### src/rtl/button_conditioner_pkg.sv
// Shared definitions for the push-button conditioner: per-channel FSM encoding
// and the hold/repeat counter width.
package button_conditioner_pkg;

    typedef enum logic [1:0] {
        StIdle    = 2'd0,
        StPressed = 2'd1,
        StRepeat  = 2'd2
    } btn_state_e;

    // Wide enough to hold the larger of the two tick limits.
    function automatic int unsigned cnt_width(input int unsigned hold_ticks,
                                              input int unsigned repeat_ticks);
        int unsigned m;
        m = (hold_ticks > repeat_ticks) ? hold_ticks : repeat_ticks;
        return $clog2(m + 1);
    endfunction

endpackage

### src/rtl/button_channel.sv
// One push-button channel: debounce shift register with hysteresis, then a
// press/hold/auto-repeat FSM. The release pulse is named rel (release is a keyword).
module button_channel
    import button_conditioner_pkg::*;
#(
    parameter int unsigned DEPTH        = 10,
    parameter int unsigned HOLD_TICKS   = 50,
    parameter int unsigned REPEAT_TICKS = 10
) (
    input  logic clk,
    input  logic rst,
    input  logic tick,
    input  logic button,
    output logic level,
    output logic press,
    output logic rel,
    output logic rep,
    output logic step
);

    localparam int unsigned CW = cnt_width(HOLD_TICKS, REPEAT_TICKS);
    localparam logic [CW-1:0] HOLD_LAST = CW'(HOLD_TICKS - 1);
    localparam logic [CW-1:0] REP_LAST  = CW'(REPEAT_TICKS - 1);

    logic [DEPTH-1:0] sreg_q;
    logic             level_q, level_d;
    logic             tick_q;
    btn_state_e       state_q, state_d;
    logic [CW-1:0]    cnt_q, cnt_d;
    logic             press_q, press_d;
    logic             rel_q, rel_d;
    logic             rep_q, rep_d;
    logic             rise, fall;

    // tick_q lines tick up with level, which lags the shift register by one clk,
    // so the tick that completes a press is never counted as a hold tick.
    always_ff @(posedge clk or posedge rst) begin
        if (rst) begin
            sreg_q  <= '0;
            level_q <= 1'b0;
            tick_q  <= 1'b0;
            state_q <= StIdle;
            cnt_q   <= '0;
            press_q <= 1'b0;
            rel_q   <= 1'b0;
            rep_q   <= 1'b0;
        end else begin
            if (tick) begin
                sreg_q <= {sreg_q[DEPTH-2:0], button};
            end
            level_q <= level_d;
            tick_q  <= tick;
            state_q <= state_d;
            cnt_q   <= cnt_d;
            press_q <= press_d;
            rel_q   <= rel_d;
            rep_q   <= rep_d;
        end
    end

    always_comb begin
        level_d = level_q;
        if (&sreg_q) begin
            level_d = 1'b1;
        end else if (~|sreg_q) begin
            level_d = 1'b0;
        end
    end

    assign rise = level_d & ~level_q;
    assign fall = ~level_d & level_q;

    always_comb begin
        state_d = state_q;
        cnt_d   = cnt_q;
        press_d = 1'b0;
        rel_d   = 1'b0;
        rep_d   = 1'b0;
        if (fall) begin
            // Release wins over any repeat due on the same tick.
            state_d = StIdle;
            cnt_d   = '0;
            rel_d   = 1'b1;
        end else begin
            case (state_q)
                StIdle: begin
                    if (rise) begin
                        state_d = StPressed;
                        cnt_d   = '0;
                        press_d = 1'b1;
                    end
                end
                StPressed: begin
                    if (tick_q) begin
                        if (cnt_q == HOLD_LAST) begin
                            state_d = StRepeat;
                            cnt_d   = '0;
                            rep_d   = 1'b1;
                        end else begin
                            cnt_d = cnt_q + CW'(1);
                        end
                    end
                end
                StRepeat: begin
                    if (REPEAT_TICKS != 0 && tick_q) begin
                        if (cnt_q == REP_LAST) begin
                            cnt_d = '0;
                            rep_d = 1'b1;
                        end else begin
                            cnt_d = cnt_q + CW'(1);
                        end
                    end
                end
                default: begin
                    state_d = StIdle;
                    cnt_d   = '0;
                end
            endcase
        end
    end

    assign level = level_q;
    assign press = press_q;
    assign rel   = rel_q;
    assign rep   = rep_q;
    assign step  = press_q | rep_q;

endmodule

### src/rtl/button_conditioner.sv
// N-channel push-button front end: fans the shared sampling tick out to
// independent button_channel instances and packs their outputs.
module button_conditioner
    import button_conditioner_pkg::*;
#(
    parameter int unsigned N            = 4,
    parameter int unsigned DEPTH        = 10,
    parameter int unsigned HOLD_TICKS   = 50,
    parameter int unsigned REPEAT_TICKS = 10
) (
    input  logic         clk,
    input  logic         rst,
    input  logic         tick,
    input  logic [N-1:0] button,
    output logic [N-1:0] level,
    output logic [N-1:0] press,
    output logic [N-1:0] rel,
    output logic [N-1:0] rep,
    output logic [N-1:0] step
);

    for (genvar i = 0; i < N; i++) begin : g_ch
        button_channel #(
            .DEPTH       (DEPTH),
            .HOLD_TICKS  (HOLD_TICKS),
            .REPEAT_TICKS(REPEAT_TICKS)
        ) u_ch (
            .clk   (clk),
            .rst   (rst),
            .tick  (tick),
            .button(button[i]),
            .level (level[i]),
            .press (press[i]),
            .rel   (rel[i]),
            .rep   (rep[i]),
            .step  (step[i])
        );
    end

endmodule
### config.mk
export PLATFORM = sky130hd
export DESIGN_NAME = button_conditioner
export DESIGN_NICKNAME = d
export VERILOG_FILES = /design/src/rtl/button_conditioner_pkg.sv /design/src/rtl/button_channel.sv /design/src/rtl/button_conditioner.sv
export SDC_FILE = /design/constraint.sdc
export NUM_CORES = 1
export LEC_CHECK = 0
export BUFFER_PORTS_ARGS = -buffer_cell sky130_fd_sc_hd__clkbuf_2
export CORE_AREA = 2 2 142 103
export DETAILED_ROUTE_END_ITERATION = 8
export DIE_AREA = 0 0 144 105
export SYNTH_ARGS = -nofsm -noshare
export SYNTH_HDL_FRONTEND = slang
export SYNTH_SLANG_ARGS = --single-unit
### constraint.sdc
create_clock -name clk -period 3.5 [get_ports clk]
set_clock_uncertainty 0.2 [all_clocks]
set_input_delay 0.7 -clock clk [delete_from_list [all_inputs] [get_ports clk]]
set_output_delay 0.7 -clock clk [all_outputs]
set_load 0.05 [all_outputs]
==> summary.txt <==
Outcome
  – Status: complete, no violations

Logic synthesis
  – Synth top area share: 0.472
  – Synth top area cells: dfrtp_1, mux2_2, ha_1
  – Post-synthesis sequential area ratio: 0.472
  – Syn Area/Cell: approximately 10 sq um
  – FF+latch count, synth: 89
  – Ys async rst share: 1.00
  – Leading area contributor after synthesis: dfrtp_1
  – Syn Inst Count: around 450
  – Post-synth EDFFs: 0
  – Post-Syn Nets: 482
  – Most used DFF post-synth: dfrtp_1
  – Unique masters post-synth: 41
  – Ys Warns: 0
  – Post-synthesis cell area: 4720 sq um

Setup path
  – Worst Path Buf+Inv: 1
  – Worst setup path start: g_ch[0].u_ch.state_q[0]
  – Reg2Reg Setup Slack: approximately 1.1 ns
  – CP max FO: 6
  – Worst R2R End: g_ch[0].u_ch.cnt_q[1]
  – CP Data Arrival Time: roughly 2.4 ns
  – Nature of the critical path endpoint: register
  – Worst EP required: 3.55 ns
  – R2R Path Start: g_ch[0].u_ch.state_q[0]
  – Worst r2r path cells: 7
  – CP top delay family: compound AO/OA/AOI/OAI gates
  – Worst-path cell chain: inv_1 > ha_1 > or3b_2 > o221a_2 > a21boi_0 > nand2_1 > o31ai_1
  – CP max-delay cell: a21boi_0
  – Crit path kind: register to register
  – Crit start category: register
  – Max stage delay on crit path: just under 0.6 ns

Power and ir drop
  – Leakage: around 2.3 nW
  – Pwr Total: about 3.6 mW
  – Maximum vdd ir drop: approximately 0.31 mV
  – Power per standard cell area: about 700 nW/um^2

GRT
  – First-pass GRT wire length: 15200 microns
  – Vias in the first global route: roughly 3100
  – Antenna violations before repair: 0
  – Largest net degree at the start of global routing: 90
  – GRT overflow: 0
  – Overall global routing resource usage: 0.125

Detailed routing
  – DRC Markers: 0
  – Vias/cell: 4.96
  – DRT iter0 DRCs: 171
  – Via total after detailed routing: 3249
  – Detailed Route WL: 8660 microns
  – Routed Antenna Nets: 0
  – Drt wl/cell: between 10 and 15 microns
  – DRT Pass-1 Iters: 4

Clocking
  – H-tree depth: 3
  – Resized Gates After CTS: 0
  – Clock tree buffer depth: 2
  – CTS buffer count: 9
  – Postcts setup bufs: 0
  – Clock Latency Late Sink: around 0.34 ns
  – # hold bufs at CTS: 0
  – Clock sink total: between 80 and 90
  – Clk pin slew, worst setup/hold paths: 0.06 ns
  – TritonCTS clock tree: built
  – Clk root buf: clkbuf_16

Min path
  – Hold Path Class: primary input to async pin

Timing
  – Final Setup Violations: 0
  – Final Max Tran Viols: 0
  – Worst Slack Setup Final: 1.12 ns
  – Rel. slew slack: 0.340
  – Min Clock Period, post-route: 2.38 ns
  – Final count of hold timing violations: 0
  – Max Fclk: roughly 420 MHz
  – Final worst-path cycle share: 0.681
  – Slew of the pin with the lowest slew margin: 0.990 ns
  – TNS Setup: 0 ns
  – RSZ-0062 raised after global routing: false

Layout
  – Filler cell count: 1317
  – Layout cells sized above 1: 0.215
  – Final instance area: approximately 5200 sq um
  – Layout Nets: 493
  – Number of diodes: 0
  – Commonest cells after routing, fill and taps aside: dfrtp_1, mux2_2, nor2_1, nand3_1, nand2_1
  – Layout area overhead: 11.0%
  – Commonest non-fill, non-tap cell in the layout: dfrtp_1

Floorplanning
  – Die ar.: 15100 sq um
  – Die Width: roughly 140 microns
  – Ports: 27
  – Placeable Area: 13600 sq um
  – FP Rows: 36
  – Die H: between 100 and 150 microns
  – Starting Density: 0.346

Placement
  – Post-DP HPWL: approximately 6000 microns
  – Pre-CTS setup slack: 1.16 ns
  – PortBufs: 26
  – GPL Wtd Cong: just under 0.8
  – Placed cell area: approximately 5000 sq um

Flow run
  – Max-Cap Viols: 0
[cells in the mapped netlist (2+ instances only)]
cell	count
buf_4	20
nor4_1	11
and2_1	2
nand2_1	27
and3_1	2
or3b_2	3
nor2b_1	3
nand3b_1	19
mux2i_1	9
mux2_2	40
nor3b_1	3
nor4b_1	2
nand3_1	28
inv_1	22
a31oi_1	12
o21a_1	5
o41ai_1	5
a21oi_1	15
nand4_1	9
buf_1	3
nand4b_1	6
a22oi_1	2
nor2_1	37
or2_2	9
a21boi_1	2
clkbuf_1	5
dfrtp_1	89
nand2b_1	5
nor3_1	4
o21ai_0	15
o31ai_1	4
ha_1	24
[per-stage QoR]
stage | hold slack, ns | std cells | utilization
floorplan | 0.275 | 451 | -
global placement | 0.309 | 641 | 0.362
detailed placement | 0.327 | 641 | 0.362
CTS | 0.270 | 655 | 0.384
global route | 0.289 | 655 | 0.384
finish | 0.237 | 655 | 0.384
[metal layers]
layer,vias up,global-route usage,share of wire
met4,0,0.0266,0.010
met3,7,0.0426,0.031
met5,-,0,0
met1,1577,0.183,0.53
met2,36,0.177,0.43
li1,1629,-,-
[worst min-delay path: stages]
cell and delay (ns):
clkbuf_2 0.09, clkinv_2 0.05, buf_12 0.37
[worst max-delay path by stage]
stage                     cells past startpoint                    end  slack, ns
after floorplan                               1  g_ch[0].u_ch.cnt_q[0]       0.29
after global placement                        7  g_ch[0].u_ch.cnt_q[1]       1.24
after detailed placement                      7  g_ch[0].u_ch.cnt_q[0]       1.16
after CTS                                     7  g_ch[0].u_ch.cnt_q[0]       1.15
after global routing                          7  g_ch[0].u_ch.cnt_q[0]       0.85
final                                         7  g_ch[0].u_ch.cnt_q[1]       1.12
[cells by family (layout without fill, tap and decap cells)]
| group | Yosys count | count (layout) | synth area share |
|---|---|---|---|
| buffers and inverters | 50 | 64 | 0.0556 |
| AOI/OAI and AO/OA | 65 | 65 | 0.0927 |
| adders and majority gates | 24 | 24 | 0.0636 |
| and+or+nand+nor | 174 | 174 | 0.202 |
| DFF | 89 | 89 | 0.472 |
| muxes | 49 | 49 | 0.114 |
[area by class of cell]
cell class              count  area (sq um)  area share
multi-input cells         312          2230       0.426
flip-flops and latches     89          2230       0.425
clock buffers              12           267      0.0508
well taps                 190           238      0.0453
repair buffers             28           158      0.0301
inverters                  22          83.8      0.0160
clock inverters             2          37.5     0.00716
[report_power, final]
part	switching (mW)	internal [mW]
sequential	0.214	1.26
combinational	0.669	0.493
clock	0.378	0.603
total	1.26	2.35
[sequential cells by signal, summed over array words and instances, names as in the netlist]
| register | count |
|---|---|
| g_ch.u_ch.level | 4 |
| g_ch.u_ch.rep | 4 |
| g_ch.u_ch.rel | 4 |
| g_ch.u_ch.tick_q | 1 |
| g_ch.u_ch.cnt_q | 24 |
| g_ch.u_ch.state_q | 8 |
| g_ch.u_ch.sreg_q | 40 |
| g_ch.u_ch.press | 4 |
Power figures use the tool's default switching activity.
